--- src/rtl/irq_controller.sv ---
// irq_controller: prioritised interrupt controller with claim/complete handshake for the CPU
// Ports: clk/reset (sync, active-high); src interrupt lines; select/rd/wr/addr/data_in/data_out
// CPU bus slave (0 PENDING, 1 ENABLE, 2 CAUSE, 3 SOFT); interrupt = request to CPU (state REQ).
module irq_controller #(
  parameter int NUM_SRC = 8,
  parameter logic [NUM_SRC-1:0] EDGE_MASK = '0,
  localparam int IDW = (NUM_SRC > 1) ? $clog2(NUM_SRC) : 1
) (
  input  logic               clk,
  input  logic               reset,
  input  logic [NUM_SRC-1:0] src,
  input  logic               select,
  input  logic               rd,
  input  logic [3:0]         wr,
  input  logic [1:0]         addr,
  input  logic [31:0]        data_in,
  output logic [31:0]        data_out,
  output logic               interrupt
);
  typedef enum logic [1:0] {IDLE, REQ, SERVICE} state_t;
  state_t state, state_d;
  logic [NUM_SRC-1:0] src_q, latch, enable, lane, pending, active, pend_clr, soft_set, en_mask, claim_mask;
  logic [IDW-1:0] claimed_id, best, cause_id;
  logic claim, complete, valid, unused_ok;
  logic [31:0] cause;
  assign unused_ok = ^{data_in, wr};
  always_comb begin
    lane = '0;
    for (int i = 0; i < NUM_SRC; i++) lane[i] = wr[i/8];
  end
  always_comb begin
    best = '0;
    for (int i = NUM_SRC - 1; i >= 0; i--) if (active[i]) best = IDW'(i);
  end
  assign pending    = latch | (src_q & ~EDGE_MASK);
  assign active     = pending & enable;
  assign pend_clr   = (select && addr == 2'd0) ? data_in[NUM_SRC-1:0] & lane : '0;
  assign soft_set   = (select && addr == 2'd3) ? data_in[NUM_SRC-1:0] & lane : '0;
  assign en_mask    = (select && addr == 2'd1) ? lane : '0;
  // a claim only happens while something is still active, so best is meaningful
  assign claim      = state == REQ && |active && select && rd && addr == 2'd2;
  assign claim_mask = claim ? NUM_SRC'(1) << best : '0;
  assign complete   = state == SERVICE && select && wr[0] && addr == 2'd2 && data_in[IDW-1:0] == claimed_id;
  assign valid      = (state == REQ && |active) || state == SERVICE;
  assign cause_id   = state == SERVICE ? claimed_id : best;
  assign cause      = valid ? {1'b1, 26'b0, 5'(cause_id)} : '0;
  assign data_out   = addr == 2'd0 ? 32'(pending) :
                      addr == 2'd1 ? 32'(enable) :
                      addr == 2'd2 ? cause : '0;
  assign interrupt  = state == REQ;
  always_comb begin
    state_d = state;
    case (state)
      IDLE:    state_d = |active ? REQ : IDLE;
      REQ:     state_d = !(|active) ? IDLE : claim ? SERVICE : REQ;
      SERVICE: state_d = complete ? IDLE : SERVICE;
      default: state_d = IDLE;
    endcase
  end
  always_ff @(posedge clk) begin
    if (reset) begin
      state      <= IDLE;
      src_q      <= '0;
      latch      <= '0;
      enable     <= '0;
      claimed_id <= '0;
    end else begin
      state      <= state_d;
      src_q      <= src;
      // set terms come last so a new event survives a same-cycle clear
      latch      <= (latch & ~pend_clr & ~claim_mask) | (EDGE_MASK & src & ~src_q) | soft_set;
      enable     <= (enable & ~en_mask) | (data_in[NUM_SRC-1:0] & en_mask);
      if (claim) claimed_id <= best;
    end
  end
endmodule

--- config.mk ---
export PLATFORM = sky130hd
export DESIGN_NAME = irq_controller
export DESIGN_NICKNAME = d
export VERILOG_FILES = /design/src/rtl/irq_controller.sv
export SDC_FILE = /design/constraint.sdc
export NUM_CORES = 1
export LEC_CHECK = 0
export CAP_MARGIN = 10
export CORE_ASPECT_RATIO = 2
export CORE_MARGIN = 5
export CORE_UTILIZATION = 37
export DETAILED_ROUTE_END_ITERATION = 10
export GPL_ROUTABILITY_DRIVEN = 0
export PLACE_DENSITY = 0.83
export RECOVER_POWER = 100
export SETUP_SLACK_MARGIN = 0.1
export SLEW_MARGIN = 15
export SYNTH_ARGS = -nofsm -noshare
export SYNTH_HDL_FRONTEND = slang
export SYNTH_SLANG_ARGS = --single-unit
export TNS_END_PERCENT = 5
--- constraint.sdc ---
create_clock -name clk -period 1.6 [get_ports clk]
set_input_delay 0.32 -clock clk [delete_from_list [all_inputs] [get_ports clk]]
set_output_delay 0.32 -clock clk [all_outputs]
set_load 0.02 [all_outputs]
# Word-level counts from Yosys, hierarchy flattened
# Index checks and enable logic that the tools add are counted.
word_totals:
  inputBits: 50
  word_cells: 61
  output_inout_bits: 33
  ff_bits: 29
classes:
  muxes: 22
  bitwise_logic: 12
  shifts: 1
  eq_ne: 6
  reduce_logical: 15
ops:
  columns: ["operator", "count"]
  rows:
  - ["32-bit two-way mux", 4]
  - ["8-bit AND", 6]
  - ["8-bit two-way mux", 4]
  - ["3-bit two-way mux", 9]
  - ["8-bit NOT", 3]
  - ["8-bit OR", 3]
  - ["1-bit logical AND", 11]
  - ["8-bit OR reduction", 1]
  - ["1-bit by 3-bit left shift with 8-bit output, first input constant", 1]
  - ["2-bit == test, second input constant", 3]
  - ["2-bit two-way mux", 3]
  - ["2-bit one-hot mux with 3 select lines", 1]
  - ["2-bit by 1-bit == test with 1-bit output, second input constant", 2]
  - ["2-bit logical NOT", 2]
  - ["3-bit == test", 1]
  - ["1-bit logical OR", 1]
  - ["1-bit two-way mux", 1]

# Longest topological paths before layout
# Gate-level depths: netlist of run 1.
depth:
  depth_word: 15
  ltp_mapped: 5
  ltp_nobuf: 5

# Worst setup path before layout of run 1
# OpenSTA, ideal clock, no wires.
synth_timing:
  kind: "flip-flop to output port"
  from: "register src_q[4]"
  to: "output data_out[1]"
  path_slack_ps: -267
  n_path_buf: 0
  stages_incl_launch_ff: 6
  arrival_time_ps: 1547
  required_time_ps: 1280
  path_cell_list: "dfxtp_1 > o21ai_1 > o211ai_1 > a211oi_1 > a21oi_1 > o32ai_1"
synth_between:
  elab_chain_cells: 12
  word_cells_on_any_way: 15
  classes_between: "10 x mux; 2 x bitwise; 3 x reduce/logical"
synth_lines:
  columns: ["element", "line_no", "rtl"]
  rows:
  - ["from (decl)", "22", "logic [NUM_SRC-1:0] src_q, latch, enable, lane, pending, active, pend_clr, soft_set, en_mask, claim_mask;"]
  - ["from (signal assigned)", "69", "src_q <= src;"]
  - ["8-bit OR *", "35", "assign pending = latch | (src_q & ~EDGE_MASK);"]
  - ["8-bit AND *", "36", "assign active = pending & enable;"]
  - ["3-bit two-way mux (5 in a row)", "33", "for (int i = NUM_SRC - 1; i >= 0; i--) if (active[i]) best = IDW'(i);"]
  - ["3-bit two-way mux", "45", "assign cause_id = state == SERVICE ? claimed_id : best;"]
  - ["32-bit two-way mux *", "46", "assign cause = valid ? {1'b1, 26'b0, 5'(cause_id)} : '0;"]
  - ["32-bit two-way mux *", "49", "addr == 2'd2 ? cause : '0;"]
  - ["32-bit two-way mux *", "48", "addr == 2'd1 ? 32'(enable) :"]
  - ["32-bit two-way mux *", "47", "assign data_out = addr == 2'd0 ? 32'(pending) :"]
  - ["to (decl)", "17", "output logic [31:0] data_out,"]
# Every way passes the cells marked *; elsewhere a longest branch is shown, timed or not.

# Final worst setup path of run 1
layout_timing:
  from: "register src_q[6]"
  to: "output data_out[0]"
layout_between:
  elab_chain_cells: 14
  word_cells_on_any_way: 17
  classes_between: "12 x mux; 2 x bitwise; 3 x reduce/logical"
layout_lines:
  columns: ["element", "line_no"]
  rows:
  - ["8-bit OR *", "35"]
  - ["8-bit AND *", "36"]
  - ["3-bit two-way mux (7 in a row)", "33"]
  - ["3-bit two-way mux", "45"]
  - ["32-bit two-way mux *", "46"]
  - ["32-bit two-way mux *", "49"]
  - ["32-bit two-way mux *", "48"]
  - ["32-bit two-way mux *", "47"]
# Marks and branches as above.

==> summary.md, run 1 <==
| Metric | Value |
|---|---|
| Mean Syn Cell Area | approximately 8 µm² |
| Worst setup slack after layout | -0.526 ns |
| Post-synth top cells | 29 x dfxtp_1, 29 x nand2_1, 23 x buf_4, 17 x nor2b_1, 16 x a21oi_1 |
| DRC viols | 0 |
| Final min period | 2.13 ns |
| Fin nets | roughly 360 |
| Placed cells | 351 |
| Worst-Margin Slew | roughly 0.50 ns |
| Via-to-Cell Ratio | about 5.5 |
| Final setup viols | 16 |
| Port buffer count | 32 |
| Die ar. | 6160 µm² |
| Hold Vio Cnt, Final | 0 |
| Max cap viols | 0 |
| Die H | 106 µm |
| CTS tree | yes |
| Status | complete, but fails checks |
| Yosys cell types | 45 |
| Fin Hold WS | 0.506 ns |
| Synth warn | 0 |
| Combinational family with the most area after synthesis | simple AND/OR/NAND/NOR gates |
| Initial cell density of the core | 37.6% |
| Core footprint | 4550 µm² |
| Register area share after synthesis | 33.9% |
| CP Class | reg -> out |
| CTS buffer count | 5 |
| Clock latency on the worst-skew pair | approximately 0.29 ns |
| PwrDens | 651 nW/µm² |
| Adder-cell share of the synthesized area | 0% |
| Vias | 2021 |
| Mapped Cells | 213 |
| Critical path startpoint | src_q[6] |
| Failing checks | negative setup slack |
| M1 WL | 2.04 mm |
| WL met2 | approximately 3.3 mm |
| Lkg Pwr | 1.19 nW |
| Layout cells sized above 1 | 41.0% |
| Final Cycle Share | 133% |
| Most used DFF post-synth | dfxtp_1 |
| Die Span X | 58.1 µm |
| HPWL after detailed placement | 4.19 mm |
| Fin Clk Skew | 0.00612 ns |
| Post-synthesis mux area share | 0.585% |
| Top cell type's share of synthesized area | 33.9% |
| Final Total Pwr | 1.79 mW |
| Clk sinks | 29 |
| Tot GR Track Use | 20.1% |
| Initial antenna violation count | 0 |
| Compound-Gate Fraction of Synth Area | 21.9% |
| RR Startpoint | latch[3] |
| Worst Path Arrival | 1.81 ns |
| Ys async rst share | 0% |
| Synth Area in XOR/XNOR | ~1.5% |
| Worst Path Required | 1.28 ns |
| Synthesized area | 1710 µm² |
| RSZ-0062 raised after global routing | yes |
| Rows | 35 |
| Synth area leaders | dfxtp_1 34%, buf_4 10%, nand2_1 6.4% |
| Worst slew margin | 66.3% |
| Max FO, Critical Path | 3 |
| DR WL met3 | around 450 µm |
| Number of global-route vias before repair | 1989 |
| Routed Antenna Nets | 0 |
| Class of the worst hold path | reg -> reg |
| Simple-Gate Fraction of Synth Area | just under 30% |
| Top sig layer | met4 |
| EDFF count, synth | 0 |
| P&R area growth vs syn | 60.9% |
| CTS Buffer Depth | 2 |
| Clk slew on worst S/H paths | 0.06 ns |
| Largest net degree at the start of global routing | 14 |
| DR WL/cell | 17.1 µm |
| Area leader, netlist | dfxtp_1 |
| CTS H-tree lvls | 2 |
| GR Overflow Total | 0 |
| Peak Freq | 0.470 GHz |
| N_diodes | 0 |
| Drt total wl | 6.25 mm |
| Synth Register Bits | 29 |
| Crit. End Element | primary output |
| Slew Viols, Final | 0 |
| Root Driver | clkbuf_8 |
| Pre-CTS setup slack | -0.796 ns |
| Pre-antenna DRT Iters | 4 |
| Startpoint types | flip-flop |
| Final core occ | 60.4% |
| Layout Cells excl Fill | 365 |
| R2r setup slk | -0.25 ns |
| First-pass GRT wire length | ~9.4 mm |
| Num ports | 83 |
| VDD IR max | a little over 0.5 mV |
| Initial DRC count | 91 |
## path summary, 6_finish.rpt
check	depth (start not counted)	end
worst max-delay path	7	data_out[0]
worst min register to register	2	flip-flop
worst max register to register	7	latch[6]
worst min-delay path	2	flip-flop
## critical path, cell delays in order (launching register included)
cell and delay, ns:
dfxtp_2 0.33, o21ai_1 0.23, nand4_1 0.21, or2_4 0.30, buf_4 0.15, nand3_2 0.09
a221oi_4 0.07, buf_6 0.14
## logic make-up after synthesis
family | count (synthesis)
simple gates | 94
xor+xnor | 3
mux | 1
compound gates | 52
other cells | 1
buf+inv | 33
flops | 29
## through the flow
step           cell area [µm²]  TNS, ns
6_report                  2750    -3.68
5_1_grt                   2750    -4.99
4_1_cts                   2700    -3.58
3_5_place_dp              2470   -15.24
3_3_place_gp              2470   -14.55
2_1_floorplan             1830   -0.314
## layer usage
layer  up-vias  track usage [%]
met4         0             15.1
li1        906                -
met1       960             17.9
met3        36             3.40
met5         -                0
met2       119             37.7
## final cells by class
type                            count  area (µm²)
Fill cell                         388        1800
Multi-Input combinational cell    173        1210
Timing Repair Buffer               97         772
Sequential cell                    29         592
Clock buffer                        7        96.3
Tap cell                           55        68.8
Inverter                            3        11.3
Clock inverter                      1        5.00
## layout by cell type, fill, tap and decap left out, types with 3 or more instances in the layout
master / netlist / routed
nand2b_1: 7 / 5
nor2_1: 10 / 9
conb_1: 1 / 23
dfxtp_1: 29 / 20
buf_2: 1 / 4
buf_4: 23 / 60
buf_6: 0 / 4
nor3_1: 14 / 9
a21oi_1: 16 / 16
nor3_2: 3 / 6
clkdlybuf4s50_1: 0 / 18
clkbuf_8: 0 / 7
inv_1: 3 / 3
clkbuf_2: 0 / 4
dfxtp_2: 0 / 9
clkbuf_1: 6 / 3
nor2b_1: 17 / 14
nand2_1: 29 / 29
o21ai_4: 0 / 6
## where the power goes
part	leakage [nW]	internal, mW	switching (mW)
Sequential	0.240	0.744	0.0211
Combinational	0.891	0.160	0.197
Clock	0.0542	0.388	0.281
## timing repair
item / CTS / global route
hold buffers: 0 / 0
resized for setup: 83 / 23
pin swaps: 10 / 8
endpoints found under the setup margin: 28 / 30
setup buffers: 4 / 2
(Power assumes the default switching activity.)
==> run 2, diff against run 1 <==
Settings changed: CORE_UTILIZATION 37 to 41, PLACE_DENSITY 0.83 to 0.87, SETUP_SLACK_MARGIN 0.1 to not set.
Clock period 1.6 ns to 2.15 ns, I/O delays scaled along.
==> run 2 against run 1 <==
The run still ends with negative setup slack left. Count of clock-buffer cells in the layout did not move. Clock power fell by 25%. Sequential share of layout area rose by 2.7 points. Total power fell by 28%. Final cell count fell by 6.0%. Register-to-register slack improved by 0.66 ns. Critical endpoint unchanged. Largest cell class unchanged. Largest power group unchanged. Highest routed layer unchanged.
==> summary.md, run 2 (synthesis gave the netlist of run 1 again) <==
| Metric | Value |
|---|---|
| Status | complete, but fails checks |
| Failing checks | negative setup slack |
| Port buffer count | 32 |
| Clock latency on the worst-skew pair | 0.29 ns |
| Number of global-route vias before repair | 1941 |
| Max cap viols | 0 |
| Peak Freq | 0.449 GHz |
| Commonest non-fill, non-tap cell in the layout | buf_4 |
| CTS Buffer Depth | 2 |
| Root Driver | clkbuf_8 |
| Worst setup slack after layout | -0.0774 ns |
| Final min period | 2.23 ns |
| Final Total Pwr | roughly 1.3 mW |
| Worst Path Arrival | 1.80 ns |
| Fin Clk Skew | 0.0112 ns |
| Clk slew on worst S/H paths | 0.07 ns |
| Initial cell density of the core | a little over two fifths |
| Largest net degree at the start of global routing | 17 |
| Class of the worst hold path | reg -> reg |
| Initial DRC count | 46 |
| Worst-Margin Slew | 0.787 ns |
| GR Overflow Total | 0 |
| CTS buffer count | 5 |
| First-pass GRT wire length | 8.44 mm |
| Most frequent cells in the layout | 42 x buf_4, 29 x nand2_1, 28 x dfxtp_1 |
| VDD IR max | 0.451 mV |
| Clk sinks | 29 |
| Crit. End Element | primary output |
| Pre-antenna DRT Iters | 4 |
| PwrDens | 538 nW/µm² |
| Slew Viols, Final | 0 |
| Layout cells sized above 1 | 25.8% |
| Multi-input logic area | 1040 µm² |
| Max FO, Critical Path | 2 |
| Register area | 582 µm² |
| Num ports | 83 |
| Hold buffer count at CTS | 0 |
| RSZ-0062 raised after global routing | yes |
| Routed Antenna Nets | 0 |
| CTS H-tree lvls | 2 |
| Startpoint types | flip-flop |
| Fin Hold WS | 0.525 ns |
| Lkg Pwr | 1.00 nW |
| N_diodes | 0 |
| Vias | 1832 |
| Tot GR Track Use | 19.7% |
| Setup TNS Final | -0.198 ns |
| CTS tree | yes |
| HPWL after detailed placement | about 4.0 mm |
| Final setup viols | 4 |
| Placed cells | ~330 |
| Layout Cells excl Fill | approximately 340 |
| Fillers | 347 |
| P&R area growth vs syn | 40.5% |
| Via-to-Cell Ratio | 5.34 |
| Die ar. | about 5600 µm² |
| CP Class | reg -> out |
| Hold Vio Cnt, Final | 0 |
| Final Cycle Share | 104% |
| Die H | between 100 and 150 µm |
| DR WL/cell | about 15 µm |
| Rows | 33 |
| Core footprint | about 4100 µm² |
| Drt total wl | around 5.3 mm |
| DRC viols | 0 |
| Die Span X | 55.7 µm |
| Initial antenna violation count | 0 |
| Worst Path Required | 1.72 ns |
| Worst slew margin | roughly 48% |
| Fin nets | 340 |
## run 2: changes by cell type in the layout (fill, tap and decap cells not counted), moves of 4 or more
cell | previous run | this run
buf_4 | 60 | 42
buf_6 | 4 | 0
dfxtp_1 | 20 | 28
dfxtp_2 | 9 | 1
nor3_1 | 9 | 14
o21ai_4 | 6 | 2
## run 2: layout make-up
cell class,count,area share (%)
Clock buffer,7,4.01
Clock inverter,1,0.208
Inverter,3,0.469
Multi-Input combinational cell,173,43.1
Sequential cell,29,24.2
Tap cell,52,2.71
Timing Repair Buffer,78,25.3
## run 2: stage by stage
step                      instance area [µm²]  setup WS (ns)  util [%]
after floorplan                          1790          0.173         -
after CTS                                2430        -0.0605      59.4
final                                    2400        -0.0774      58.8
after detailed placement                 2320         -0.507      56.7
after global routing                     2400         -0.212      58.8
after global placement                   2320         -0.441      56.7
## run 2: metal layers
layer	global-route usage (%)	vias up	routed length, µm
met4	22.5	0	455
met2	36.0	94	2760
li1	-	861	-
met5	0	-	0
met3	5.48	40	377
met1	15.1	837	1680
## run 2: final timing paths
check / start / to / slack [ns] / depth (start not counted)
setup / recovery: src_q[6] / data_out[0] / -0.08 / 6
hold reg to reg: state[0] / state[1] / 0.53 / 1
hold / removal: state[0] / state[1] / 0.53 / 1
setup reg to reg: state[1] / latch[2] / 0.41 / 7
## run 2: critical path: stages, from the launching register on
cell and delay, ns:
dfxtp_1 0.31, o21a_1 0.22, o211ai_2 0.20, a41o_1 0.22, nand3_1 0.12, a221oi_2 0.25
buf_4 0.18
## run 2: where the power goes
| part | leakage (nW) | internal (mW) | total, mW | switching, mW |
|---|---|---|---|---|
| logic | 0.709 | 0.0985 | 0.226 | 0.128 |
| clock network | 0.0542 | 0.289 | 0.502 | 0.214 |
| registers | 0.237 | 0.553 | 0.565 | 0.0122 |
## run 2: what timing repair did
item / in CTS / in global routing
gates cloned: 0 / 0
pin swaps: 6 / 0
buffers inserted: 1 / 0
endpoints found under the setup margin: 9 / 6
resized for setup: 49 / 6
